## config.mk

```make
export PLATFORM = sky130hd
export DESIGN_NAME = decoder_pipe
export DESIGN_NICKNAME = d
export VERILOG_FILES = /design/src/rtl/decoder_pkg.sv /design/src/rtl/decoder_fields.sv /design/src/rtl/decoder_pipe.sv
export SDC_FILE = /design/constraint.sdc
export NUM_CORES = 1
export LEC_CHECK = 0
export ABC_CLOCK_PERIOD_IN_PS = 1800
export CAP_MARGIN = 30
export CORE_MARGIN = 1
export CORE_UTILIZATION = 46
export DETAILED_ROUTE_END_ITERATION = 8
export PLACE_DENSITY = 0.81
export SYNTH_ARGS = -nofsm -noshare
export SYNTH_HDL_FRONTEND = slang
export SYNTH_HIERARCHICAL = 1
export SYNTH_SLANG_ARGS = --single-unit
```

## constraint.sdc

```tcl
create_clock -name clk -period 1.8 [get_ports clk]
set_input_delay 0.18 -clock clk [delete_from_list [all_inputs] [get_ports clk]]
set_output_delay 0.18 -clock clk [all_outputs]
set_load 0.03 [all_outputs]
```

## src/rtl/decoder_pkg.sv

```systemverilog
// Shared types and constants for the pipelined instruction decoder.
package decoder_pkg;

  typedef enum logic [2:0] {
    CLS_NOP    = 3'd0,
    CLS_ALU    = 3'd1,
    CLS_ALUI   = 3'd2,
    CLS_LOAD   = 3'd3,
    CLS_STORE  = 3'd4,
    CLS_BRANCH = 3'd5,
    CLS_JUMP   = 3'd6,
    CLS_LDI    = 3'd7
  } op_class_t;

  localparam logic [3:0] OPC_NOP    = 4'h0;
  localparam logic [3:0] OPC_ALUI   = 4'h8;
  localparam logic [3:0] OPC_LOAD   = 4'h9;
  localparam logic [3:0] OPC_STORE  = 4'hA;
  localparam logic [3:0] OPC_BRANCH = 4'hB;
  localparam logic [3:0] OPC_JUMP   = 4'hC;
  localparam logic [3:0] OPC_ILL0   = 4'hD;
  localparam logic [3:0] OPC_ILL1   = 4'hE;
  localparam logic [3:0] OPC_LDI    = 4'hF;

  typedef enum logic {
    ST_IDLE,
    ST_EXT
  } state_t;

  function automatic op_class_t opc_class(input logic [3:0] opc);
    op_class_t cls;
    case (opc)
      OPC_NOP, OPC_ILL0, OPC_ILL1: cls = CLS_NOP;
      OPC_ALUI:                    cls = CLS_ALUI;
      OPC_LOAD:                    cls = CLS_LOAD;
      OPC_STORE:                   cls = CLS_STORE;
      OPC_BRANCH:                  cls = CLS_BRANCH;
      OPC_JUMP:                    cls = CLS_JUMP;
      OPC_LDI:                     cls = CLS_LDI;
      default:                     cls = CLS_ALU;
    endcase
    return cls;
  endfunction

endpackage

```

## src/rtl/decoder_fields.sv

```systemverilog
// Combinational field split, opcode classification and short-immediate sign extension.
module decoder_fields
  import decoder_pkg::*;
#(
  parameter int IW    = 16,
  parameter int OPC_W = 4,
  parameter int RA_W  = 3
) (
  input  logic [IW-1:0]   instr,
  output logic [RA_W-1:0] rd,
  output logic [RA_W-1:0] rs1,
  output logic [RA_W-1:0] rs2,
  output logic [IW-1:0]   imm,
  output logic [2:0]      op_class,
  output logic [2:0]      alu_op,
  output logic            illegal,
  output logic            is_ldi
);

  localparam int SF_W = IW - OPC_W - 2*RA_W;

  logic [OPC_W-1:0] opcode;
  logic [SF_W-1:0]  sf;
  op_class_t        cls;

  always_comb begin
    opcode   = instr[IW-1 -: OPC_W];
    rd       = instr[IW-OPC_W-1 -: RA_W];
    rs1      = instr[IW-OPC_W-RA_W-1 -: RA_W];
    sf       = instr[SF_W-1:0];
    rs2      = sf[SF_W-1 -: RA_W];
    imm      = {{(IW-SF_W){sf[SF_W-1]}}, sf};
    cls      = opc_class(opcode[3:0]);
    op_class = cls;
    alu_op   = (cls == CLS_ALU) ? opcode[2:0] : '0;
    illegal  = (opcode[3:0] == OPC_ILL0) || (opcode[3:0] == OPC_ILL1);
    is_ldi   = (opcode[3:0] == OPC_LDI);
  end

endmodule

```

## src/rtl/decoder_pipe.sv

```systemverilog
// Pipelined instruction decoder with valid/ready stream, two-word LDI and one output register.
// Optional retire statistics counters enabled by defining DECODER_PIPE_STATS_EN.
module decoder_pipe
  import decoder_pkg::*;
#(
  parameter int IW    = 16,
  parameter int OPC_W = 4,
  parameter int RA_W  = 3,
  parameter int CNT_W = 16
) (
  input  logic             clk,
  input  logic             reset,
  input  logic             flush,
  input  logic             in_valid,
  output logic             in_ready,
  input  logic [IW-1:0]    instr,
  output logic             out_valid,
  input  logic             out_ready,
  output logic [2:0]       op_class,
  output logic [2:0]       alu_op,
  output logic [RA_W-1:0]  rd,
  output logic [RA_W-1:0]  rs1,
  output logic [RA_W-1:0]  rs2,
  output logic [IW-1:0]    imm,
  output logic             illegal,
  output logic [CNT_W-1:0] stat_dec,
  output logic [CNT_W-1:0] stat_ill
);

  state_t          state, state_nxt;
  logic            accept, retire;
  logic            load_dec, load_ldi, load_hold;
  logic [RA_W-1:0] hold_rd, hold_rs1;

  logic [RA_W-1:0] f_rd, f_rs1, f_rs2;
  logic [IW-1:0]   f_imm;
  logic [2:0]      f_class, f_alu;
  logic            f_ill, f_is_ldi;

  decoder_fields #(.IW(IW), .OPC_W(OPC_W), .RA_W(RA_W)) u_fields (
    .instr    (instr),
    .rd       (f_rd),
    .rs1      (f_rs1),
    .rs2      (f_rs2),
    .imm      (f_imm),
    .op_class (f_class),
    .alu_op   (f_alu),
    .illegal  (f_ill),
    .is_ldi   (f_is_ldi)
  );

  assign in_ready = (!out_valid || out_ready) && !flush;
  assign accept   = in_valid && in_ready;
  assign retire   = out_valid && out_ready;

  always_ff @(posedge clk or negedge reset) begin
    if (!reset) state <= ST_IDLE;
    else        state <= state_nxt;
  end

  // accept already excludes flush, so flush only needs to force IDLE here
  always_comb begin
    state_nxt = state;
    if (flush) begin
      state_nxt = ST_IDLE;
    end else if (accept) begin
      case (state)
        ST_IDLE: if (f_is_ldi) state_nxt = ST_EXT;
        ST_EXT:  state_nxt = ST_IDLE;
        default: state_nxt = ST_IDLE;
      endcase
    end
  end

  always_comb begin
    load_hold = accept && (state == ST_IDLE) && f_is_ldi;
    load_dec  = accept && (state == ST_IDLE) && !f_is_ldi;
    load_ldi  = accept && (state == ST_EXT);
  end

  always_ff @(posedge clk or negedge reset) begin
    if (!reset) begin
      hold_rd  <= '0;
      hold_rs1 <= '0;
    end else if (flush) begin
      hold_rd  <= '0;
      hold_rs1 <= '0;
    end else if (load_hold) begin
      hold_rd  <= f_rd;
      hold_rs1 <= f_rs1;
    end
  end

  always_ff @(posedge clk or negedge reset) begin
    if (!reset) begin
      out_valid <= 1'b0;
      op_class  <= '0;
      alu_op    <= '0;
      rd        <= '0;
      rs1       <= '0;
      rs2       <= '0;
      imm       <= '0;
      illegal   <= 1'b0;
    end else if (load_dec) begin
      out_valid <= 1'b1;
      op_class  <= f_class;
      alu_op    <= f_alu;
      rd        <= f_rd;
      rs1       <= f_rs1;
      rs2       <= f_rs2;
      imm       <= f_imm;
      illegal   <= f_ill;
    end else if (load_ldi) begin
      out_valid <= 1'b1;
      op_class  <= CLS_LDI;
      alu_op    <= '0;
      rd        <= hold_rd;
      rs1       <= hold_rs1;
      rs2       <= '0;
      imm       <= instr;
      illegal   <= 1'b0;
    end else if (retire || flush) begin
      out_valid <= 1'b0;
    end
  end

`ifdef DECODER_PIPE_STATS_EN
  always_ff @(posedge clk or negedge reset) begin
    if (!reset) begin
      stat_dec <= '0;
      stat_ill <= '0;
    end else if (retire) begin
      if (stat_dec != '1)           stat_dec <= stat_dec + 1'b1;
      if (illegal && stat_ill != '1) stat_ill <= stat_ill + 1'b1;
    end
  end
`else
  assign stat_dec = '0;
  assign stat_ill = '0;
`endif

endmodule

```

# ---- Yosys cells after proc, flatten, opt, wreduce, memory -nomap -nowiden
# Memories as Yosys holds them, arrays and structs flattened.
# Index checks and enable logic that the tools add are counted.
dict set report word_totals {
  input_bits 21
  romBits 48
  elab_cells 59
  mem_count 1
  reg_bits 40
}
# name words word_bits rd rd_ports_with_merged_regs write_ports line_no
set mem_list {}
lappend mem_list {{(name not given)} 16 3 1 0 0 decoder_pkg.sv:32} ;# case (opc)
dict set report op_classes {
  n_mux 25
  n_eq_ne 4
  reduce_logical 17
  bitwise_logic 1
}
# op n
set op_table {}
lappend op_table {{3-bit two-way mux} 14}
lappend op_table {{16-bit two-way mux} 2}
lappend op_table {{4-bit equality test, second input constant} 3}
lappend op_table {{1-bit two-way mux} 8}
lappend op_table {{1-bit logical AND} 7}
lappend op_table {{2-bit nonzero test} 3}
lappend op_table {{3-bit by 1-bit equality test with 1-bit output, second input constant} 1}
lappend op_table {{1-bit logical NOT} 3}
lappend op_table {{1-bit logical OR} 3}
lappend op_table {{3-bit nonzero test} 1}
lappend op_table {{1-bit one-hot mux with 2 select lines} 1}
lappend op_table {{1-bit NOT} 1}

# ---- Depth between registers and ports, before layout
# Gate-level depths: netlist (run 1).
dict set report depth {
  depth_word 8
  depth_mapped 6
  mapped_depth_nobuf 6
}

# ---- Cells and area by module
# Netlist (run 1), hierarchy kept.
# mod area_each_um2 cells_per_inst n_inst
set by_module_without_submodules {}
lappend by_module_without_submodules {decoder_pipe 2139.6 162 1}
lappend by_module_without_submodules {decoder_fields 347.8 47 1}

# ---- Worst setup path before layout (run 1)
# OpenSTA, ideal clock, no wires.
dict set report synth_timing {
  path_type {input port to flip-flop}
  start {input instr[12]}
  end {register imm[10]}
  setup_slack_ps 78
  arrival_ps 1597
  setup_ps 125
  path_stages 6
  path_cell_list {ha_1 and3_2 nor2_2 buf_2 mux2_1 mux2_4}
}
dict set report synth_via {
  elab_chain_len 4
  elab_cells_between_ends 5
}
# element line_no
set synth_rtl {}
lappend synth_rtl {{start: declaration} decoder_pipe.sv:16} ;# input logic [IW-1:0] instr,
lappend synth_rtl {{4-bit equality test *} decoder_fields.sv:37} ;# is_ldi = (opcode[3:0] == OPC_LDI);
lappend synth_rtl {{via f_is_ldi} decoder_pipe.sv:38} ;# logic f_ill, f_is_ldi;
lappend synth_rtl {{1-bit logical NOT *} decoder_pipe.sv:77} ;# load_dec = accept && (state == ST_IDLE) && !f_is_ldi;
lappend synth_rtl {{1-bit logical AND *} decoder_pipe.sv:77}
lappend synth_rtl {{16-bit two-way mux / 2-bit nonzero test (equally long branches)} --}
lappend synth_rtl {{end signal: assignment} decoder_pipe.sv:111} ;# imm <= f_imm;
lappend synth_rtl {{end signal: assignment} decoder_pipe.sv:120} ;# imm <= instr;
lappend synth_rtl {{end: declaration} decoder_pipe.sv:24} ;# output logic [IW-1:0] imm,
# The timed path passes the listed nets; every way through them passes the cells marked *.
# A chain may end at the register's enable or synchronous reset.

# ---- Final worst setup path (run 1)
dict set report layout_timing {
  start {input instr[13]}
  end {register rd[1]}
}
dict set report layout_via {
  elab_chain_len 4
  elab_cells_between_ends 5
}
# element line_no
set layout_rtl {}
lappend layout_rtl {{4-bit equality test *} decoder_fields.sv:37}
lappend layout_rtl {{via f_is_ldi} decoder_pipe.sv:38}
lappend layout_rtl {{1-bit logical NOT *} decoder_pipe.sv:77}
lappend layout_rtl {{1-bit logical AND *} decoder_pipe.sv:77}
lappend layout_rtl {{3-bit two-way mux / 2-bit nonzero test (equally long branches)} --}
lappend layout_rtl {{end signal: assignment} decoder_pipe.sv:108} ;# rd <= f_rd;
lappend layout_rtl {{end signal: assignment} decoder_pipe.sv:117} ;# rd <= hold_rd;
lappend layout_rtl {{end: declaration} decoder_pipe.sv:21} ;# output logic [RA_W-1:0] rd,
# Marks and branches as above.

==> results of run 1 <==
[worst reg2reg max path: stages, from the launching register on]
cell	delay [ns]
dfrtp_1	0.40
nor2b_4	0.15
nor3_4	0.23
buf_4	0.24
mux2_2	0.36
[cell families (layout without fill, tap and decap cells)]
group,Yosys count,in the layout
compound gates,17,17
fa+ha+maj,4,4
buf+inv,67,80
flops,40,40
mux,52,52
other cells,1,32
simple gates,28,28
[registers in the layout, summed over array words and instances, names as in the netlist, 3 cells and up]
signal and flops:
imm 16, rs2 3, rs1 3, op_class 3, alu_op 3, hold_rs1 3, rd 3, hold_rd 3
[routing by layer]
metal,track usage,wire length [µm],up-vias
met5,0,0,-
met2,0.277,2110,49
met1,0.225,1970,740
li1,-,-,715
met4,0.0473,34,0
met3,0.0410,248,5
[path summary, 6_finish.rpt]
path | start | endpoint | slack, ns
setup / recovery | instr[13] | rd[1] | 0.11
hold / removal | reset | op_class[0] | 0.41
setup reg to reg | out_valid | rd[1] | 0.32
hold reg to reg | imm[2] | imm[2] | 0.51
max in group asynchronous | reset | out_valid | 0.90
min in group clk | imm[2] | imm[2] | 0.51
[final cells by class]
type	instances	area, µm²
clock inverters	2	10.0
well taps	70	87.6
clock buffers	6	82.6
multi-input cells	133	1120
flip-flops and latches	40	1000
inverters	3	11.3
fillers	454	2190
repair buffers	69	667
[layout by cell type, fill, tap and decap left out, drive strengths merged, types with 4 or more instances in the layout]
cell           synthesis  routed
conb                   1      32
nand2                  4       4
buf                   61      16
nor2b                 11      11
dfrtp                 40      40
mux2                  50      50
a22o                   7       7
ha                     4       4
clkbuf                 3       6
clkdlybuf4s50          0      50
[timing repair]
| action | in CTS | in global routing |
|---|---|---|
| hold buffers | 1 | 0 |
| setup endpoints to repair | 29 | 0 |
| endpoints found under the hold margin | 21 | 0 |
| gates resized for setup | 6 | 0 |
[power by group]
part,internal [mW],switching [mW]
Sequential,1.04,0.0778
Combinational,0.477,0.579
Clock,0.306,0.298
[through the flow]
stage,total power [mW],cell area [µm²]
6_report,2.78,2980
2_1_floorplan,1.85,2600
3_5_place_dp,2.19,2860
4_1_cts,2.80,2980
5_1_grt,2.90,2980
3_3_place_gp,2.18,2860
==> results_dict.tcl, run 1 <==
set metrics [dict create \
    status "complete, no violations" \
    synth_edf_count 0 \
    clkSinkCount 40 \
    hold_path_class "input port to asynchronous set/reset pin" \
    skew_ns 0.00743 \
    synth_area_um2 2490 \
    netlist_top_cells_area "dfrtp_1 (40%), buf_4 (17%), mux2_2 (9.5%)" \
    num_rows 26 \
    finalSetupViolations 0 \
    synth-adder-area-share 0.0201 \
    crit_cells 7 \
    yosysMostFrequentCell "buf_4" \
    grt_antenna_before_repair 0 \
    num_io_pins 87 \
    grt_use_total 0.169 \
    cp_num_buf_inv 2 \
    min_period_ns 1.69 \
    gp_congestion 0.828 \
    muxShareOfSynthArea 0.249 \
    worstSetupEndpointType "register" \
    antenna_cells 0 \
    ir_drop_mv 0.532 \
    path_max_fanout 9 \
    root_buffer "clkbuf_8" \
    holdWs_ns 0.411 \
    slew_headroom 0.636 \
    wl_per_cell_um 13.5 \
    viasPerCell 4.67 \
    crit_family "simple AND/OR/NAND/NOR gates" \
    fin_cells 323 \
    ys_seq_area_frac 0.402 \
    drive_gt1_frac 0.257 \
    cts_inserted_buffers 5 \
    drc 0 \
    place_inst 313 \
    fmax_mhz 591 \
    firstDrtPassIters 4 \
    yosysWarnings 6 \
    grt_pass1_wl_um 7090 \
    slew_viol_final 0 \
    cp-start-kind "input port" \
    coreArea_um2 5170 \
    htree_levels 2 \
    via_count 1509 \
    leakage_nw 1.38 \
    grt_max_degree 23 \
    grt_pass1_vias 1462 \
    synthCells 209 \
    clk-insertion-delay-late_ns 0.29 \
    die_area_um2 5710 \
    antenna_left 0 \
    die_h_um 75.5 \
    wl_um 4370 \
    cp_slowest_stage_delay_ns 0.35 \
    drt-initial-drc-count 65 \
    synth_top_area_cell "dfrtp_1" \
    cts_buffer_depth 2 \
    syn2layout_area_growth_pct 20.0 \
    powerDensity_nw_per_um2 930 \
    ys_types 33 \
    pre_cts_ws_ns -0.404 \
    tns_ns 0 \
    worst_ep_required_time_ns 1.97 \
    worst-endpoint-arrival_ns 1.86 \
    synth_top_area_share 0.402 \
    critPathSlowestCell "mux2_2" \
    die_w_um 75.5 \
    io_buffer_count 54 \
    yosys.area_share.simple 0.0795 \
    ys_top_cells_by_count "buf_4 (57), dfrtp_1 (40), mux2_2 (21)" \
    utilization 0.577 \
    period_share 0.940 \
    setup_ws_ns 0.107 \
    hpwl_um 3290 \
    synthXorXnorAreaFrac 0 \
    ys_ff_latch 40 \
    worstMarginPinSlew_ns 0.546 \
    synth_compound_area_frac 0.0528 \
    ys_async_sr_fraction 1.00 \
    clk_pin_slew_worst_paths_ns 0.08 \
    tritoncts "done" \
    overflow 0 \
    final_nets 277 \
    synthFlopType "dfrtp_1" \
    syn-mean-instance-area_um2 11.9 \
    post_cts_buffers 0 \
    hold_violations 0 \
    synth_top_family_by_area "multiplexers" \
    start_util 0.481 \
    maxCapViolCount 0 \
    grt_setup_unrepaired "false" \
    path_cells "dlygate4sd2_1 -> ha_1 -> and3_2 -> nor2b_2 -> nor3_4 -> buf_4 -> mux2_2" \
    crit_type "input port to register" \
    worstRegToRegCells 4 \
]
No activity file was read; power rests on OpenSTA's default activity.
==> run 2, diff against run 1 <==
SETUP_SLACK_MARGIN = 0.15   (was not set)
==> run 2 against run 1 <==
  * Die area is the same
  * Core utilization is 3.2 points higher
  * Fmax is 3.7% higher
  * Critical path type unchanged
  * Critical endpoint is now imm[5]
==> results_dict.tcl, run 2 (synthesized netlist as in run 1, its figures left out) <==
set metrics [dict create \
    start_util 0.481 \
    finalSetupViolations 0 \
    tritoncts "done" \
    wl_um 4540 \
    skew_ns 0.00791 \
    root_buffer "clkbuf_8" \
    min_period_ns 1.63 \
    worst-endpoint-arrival_ns 1.80 \
    die_h_um 75.5 \
    final_cell_mix "clkdlybuf4s50_1 (48), dfrtp_1 (39), conb_1 (32)" \
    num_rows 26 \
    firstDrtPassIters 4 \
    grt.met3_usage 0.0489 \
    status "complete, no violations" \
    hold_violations 0 \
    largest_reg_flops 16 \
    clk-insertion-delay-late_ns 0.28 \
    path_cells "clkdlybuf4s15_1 -> ha_2 -> and3_4 -> nor2_4 -> buf_6 -> buf_16 -> mux2_4 -> mux2_4" \
    wl_per_cell_um 13.8 \
    clk_pin_slew_worst_paths_ns 0.07 \
    pre_cts_ws_ns -0.297 \
    slew_headroom 0.656 \
    grt.met1_usage 0.226 \
    clkSinkCount 40 \
    cp_slowest_stage_delay_ns 0.30 \
    cp-start-kind "input port" \
    grt_pass1_wl_um 6850 \
    place_inst 313 \
    worstSetupEndpointType "register" \
    fillCellCount 425 \
    fmax_mhz 612 \
    antenna_left 0 \
    drc 0 \
    drt-initial-drc-count 44 \
    worstMarginPinSlew_ns 0.516 \
    overflow 0 \
    die_w_um 75.5 \
    grt_pass1_vias 1377 \
    die_area_um2 5710 \
    grt_max_degree 41 \
    leakage_nw 1.50 \
    holdWs_ns 0.484 \
    grt_antenna_before_repair 0 \
    hold_path_class "input port to register" \
    final_nets 283 \
    coreArea_um2 5170 \
    grt_util_met2 0.257 \
    antenna_cells 0 \
    regMostFlops "imm" \
    crit_type "input port to register" \
    cp_num_buf_inv 3 \
    cts_inserted_buffers 5 \
    powerDensity_nw_per_um2 878 \
    slew_viol_final 0 \
    io_buffer_count 54 \
    path_max_fanout 8 \
    grt_setup_unrepaired "true" \
    crit_family "multiplexers" \
    htree_levels 2 \
    fin_cells 328 \
    drive_gt1_frac 0.322 \
    utilization 0.609 \
    gp_congestion 0.813 \
    grt-busiest-layer "met2" \
    critPathSlowestCell "mux2_4" \
    period_share 0.907 \
    final_common_cell "clkdlybuf4s50_1" \
    total_power_mw 2.77 \
    via_count 1520 \
    cts_buffer_depth 2 \
    hpwl_um 3010 \
    ir_drop_mv 0.498 \
    num_io_pins 87 \
    maxCapViolCount 0 \
    grt_use_total 0.164 \
    worst_ep_required_time_ns 1.97 \
    setup_ws_ns 0.167 \
    viasPerCell 4.63 \
    syn2layout_area_growth_pct 26.7 \
    crit_top_cell "mux2_4" \
]
==> run 2: changes by cell type in the layout (fill, tap and decap cells not counted), sizes merged <==
cell and change:
clkdlybuf4s50 -2, clkinv -1, buf +6, clkdlybuf4s15 +2
==> run 2: through the flow <==
| step | setup TNS (ns) | instance area [µm²] |
|---|---|---|
| after floorplan | 0 | 2630 |
| after global placement | -8.31 | 2900 |
| after detailed placement | -9.18 | 2900 |
| after CTS | 0 | 3130 |
| after global routing | 0 | 3150 |
| final | 0 | 3150 |
==> run 2: cell type report <==
class | count | area, µm² | area share
multi-input combinational | 133 | 1190 | 0.378
timing repair buffer | 75 | 779 | 0.247
clock buffer | 6 | 72.6 | 0.0230
clock inverter | 1 | 5.00 | 0.00159
sequential | 40 | 1000 | 0.318
tap | 70 | 87.6 | 0.0278
inverter | 3 | 11.3 | 0.00357
==> run 2: path summary, 6_finish.rpt <==
kind	startpoint	end	slack, ns	depth (start not counted)
max in group asynchronous	reset	state	0.92	3
hold / removal	instr[13]	op_class[1]	0.48	4
setup reg to reg	state	imm[5]	0.18	5
min in group asynchronous	reset	imm[9]	0.49	3
hold reg to reg	op_class[1]	op_class[1]	0.51	1
setup / recovery	instr[12]	imm[5]	0.17	8
==> run 2: metal layers <==
layer / up-vias / share of wire / wire, µm
met3: 2 / 0.045 / 206
met5: - / 0 / 0
met4: 0 / 0.0031 / 14
met1: 734 / 0.46 / 2080
li1: 726 / - / -
met2: 58 / 0.49 / 2230
==> run 2: worst min-delay path, stage by stage <==
cell and delay (ns):
clkdlybuf4s15_1 0.19, buf_4 0.14, a21oi_1 0.07, o22a_1 0.14
==> run 2: repair_timing <==
action | in CTS | in global routing
pin swaps | 4 | 2
setup endpoints to repair | 35 | 13
hold endpoints to repair | 40 | 0
gates cloned | 2 | 0
buffers inserted | 4 | 1
gates resized for setup | 21 | 5
hold buffers | 1 | 0
==> run 2: where the power goes <==
| group | total (mW) | internal (mW) | switching [mW] | leakage [nW] |
|---|---|---|---|---|
| clock | 0.544 | 0.263 | 0.281 | 0.0410 |
| combinational | 1.10 | 0.514 | 0.587 | 0.965 |
| sequential | 1.12 | 1.04 | 0.0819 | 0.492 |
==> run 3, diff against run 2 <==
CORE_UTILIZATION = 35   (was 46)
PLACE_DENSITY = not set   (was 0.81)
REMOVE_ABC_BUFFERS = 1   (was not set)
SYNTH_HIERARCHICAL = not set   (was 1)
==> run 3 against run 2 <==
  * Clock power up 35%
  * Die area up 39%
  * Largest cell class unchanged
  * Final cell count up 30%
  * Final area up 9.1%
  * Critical path type is now register to output pin
==> results_dict.tcl, run 3 <==
set metrics [dict create \
    clkSinkCount 40 \
    worstSetupEndpointType "output pin" \
    num_io_pins 87 \
    clk-insertion-delay-late_ns 0.30 \
    cp_num_buf_inv 1 \
    ys_top_cells_by_count "dfrtp_1 (40), buf_4 (37), buf_2 (14)" \
    netlist_top_cells_area "dfrtp_1 (38%), buf_4 (10%), nand4b_1 (3.6%)" \
    synthFlopType "dfrtp_1" \
    met3WireLength_um 475 \
    grt_use_total 0.188 \
    die_h_um 89.0 \
    final_common_cell "clkdlybuf4s50_1" \
    ys_ff_latch 40 \
    ys_async_sr_fraction 1.00 \
    hold_violations 0 \
    critPathSlowestCell "clkdlybuf4s50_1" \
    root_buffer "clkbuf_8" \
    period_share 0.872 \
    reg2reg_from "out_valid" \
    slew_viol_final 0 \
    grt_setup_unrepaired "false" \
    cp-start-kind "register" \
    slew_headroom 0.579 \
    worst-endpoint-arrival_ns 1.39 \
    drive_gt1_frac 0.209 \
    synth_area_um2 2650 \
    powerDensity_nw_per_um2 867 \
    drt-initial-drc-count 115 \
    drc 0 \
    viasPerCell 5.40 \
    synth_edf_count 0 \
    grt_pass1_vias 2178 \
    synthCells 260 \
    synth_top_area_share 0.378 \
    largest_reg_flops 16 \
    crit_family "buffers and inverters" \
    yosysWarnings 0 \
    fin_cells 425 \
    io_buffer_count 54 \
    final_nets 350 \
    yosysMostFrequentCell "dfrtp_1" \
    firstDrtPassIters 4 \
    wl_um 7100 \
    cts_inserted_buffers 5 \
    reg2reg_setup_slack_ns 0.35 \
    path_cells "clkdlybuf4s50_1" \
    finalSetupViolations 0 \
    path_max_fanout 3 \
    crit_type "register to output pin" \
    via_count 2297 \
    gp_congestion 0.791 \
    coreArea_um2 7290 \
    place_inst 416 \
    final_cell_mix "clkdlybuf4s50_1 (52), dfrtp_1 (40), conb_1 (32), buf_4 (32), a21oi_1 (13)" \
    wl_per_cell_um 16.7 \
    fmax_mhz 637 \
    ir_drop_mv 0.474 \
    cts_buffer_depth 2 \
    dpl-instance-area_um2 3320 \
    ys_types 44 \
    antenna_left 0 \
    ys_seq_area_frac 0.378 \
    skew_ns 0.00596 \
    synth_top_area_cell "dfrtp_1" \
    finish.instance_area_um2 3440 \
    die_area_um2 7930 \
    antenna_cells 0 \
    syn-mean-instance-area_um2 10.2 \
    tritoncts "done" \
    cp_slowest_stage_delay_ns 0.69 \
    leakage_nw 1.44 \
    wl_met1_um 3250 \
    status "complete, no violations" \
    overflow 0 \
    start_util 0.364 \
    grt_antenna_before_repair 0 \
    maxCapViolCount 0 \
    worst_ep_required_time_ns 1.62 \
    die_w_um 89.0 \
    worstMarginPinSlew_ns 0.630 \
    grt_pass1_wl_um 11300 \
    hpwl_um 4990 \
    worstRegToRegCells 4 \
    post_cts_buffers 0 \
    wl_met2_um 3290 \
    hold_path_class "input port to asynchronous set/reset pin" \
    routed.top_layer "met4" \
    htree_levels 2 \
    num_rows 31 \
    r2r_end "rs1[0]" \
    regMostFlops "imm" \
    fillCellCount 715 \
    min_period_ns 1.57 \
    syn2layout_area_growth_pct 29.6 \
    grt_max_degree 22 \
    clk_pin_slew_worst_paths_ns 0.08 \
]
-- run 3: cell count changes after synthesis, moves of 6 or more --
cell	before	now
buf_4	57	37
mux2_1	19	0
mux2_2	21	7
buf_2	2	14
nor4_1	0	12
a211oi_1	0	11
nand4b_1	0	11
o41ai_1	0	11
a21oi_1	3	13
mux2_4	10	1
a22o_1	7	0
o221a_2	0	7
nand2b_1	1	7
-- run 3: layout make-up --
cell class | instances | area, µm² | area share
multi-input combinational | 180 | 1320 | 0.383
clock buffer | 6 | 72.6 | 0.0211
sequential | 40 | 1000 | 0.291
inverter | 8 | 30.0 | 0.00874
timing repair buffer | 90 | 856 | 0.249
tap | 99 | 124 | 0.0361
clock inverter | 2 | 35.0 | 0.0102
-- run 3: logic make-up (layout without fill, tap and decap cells) --
group                      count (synthesis)  after routing  synth area share
DFF                                       40             40             0.378
muxes                                     14             14            0.0580
buffers and inverters                     71            106             0.171
adders and majority gates                  4              4            0.0189
other                                      1             32           0.00141
AOI/OAI and AO/OA                         66             66             0.200
and+or+nand+nor                           64             64             0.173
-- run 3: timing repair --
item                       CTS  global route
gates resized for setup      0             1
hold buffers                 1             0
setup endpoints to repair    0             3
hold endpoints to repair    20             0
-- run 3: worst max path at each step --
stage,start,endpoint,slack (ns),cells after the start
2_1_floorplan,out_valid,op_class[1],-0.77,3
3_3_place_gp,instr[12],op_class[1],-0.06,7
3_5_place_dp,instr[12],imm[5],-0.09,5
4_1_cts,op_class[0],op_class[0],0.22,1
5_1_grt,instr[12],op_class[2],0.16,7
6_report,imm[9],imm[9],0.23,1
-- run 3: metrics by stage --
stage                     total power, mW   util  setup WS (ns)  setup TNS (ns)  hold WS [ns]
after floorplan                      1.74      -         -0.771          -15.48        -0.116
after global placement               2.25  0.455        -0.0621          -0.642         0.187
after detailed placement             2.26  0.455        -0.0942           -1.14         0.188
after CTS                            3.00  0.471          0.221               0         0.408
after global routing                 3.12  0.471          0.159               0         0.420
final                                2.98  0.471          0.231               0         0.394
-- run 3: power by group --
part / switching (mW) / internal, mW / total, mW
Sequential: 0.106 / 1.03 / 1.14
Clock: 0.326 / 0.412 / 0.737
Combinational: 0.631 / 0.472 / 1.10
-- run 3: per-layer routing --
layer  track usage  vias up
met4        0.0491        0
met3        0.0462       10
met2         0.297       98
met5             0        -
met1         0.258     1126
li1              -     1063
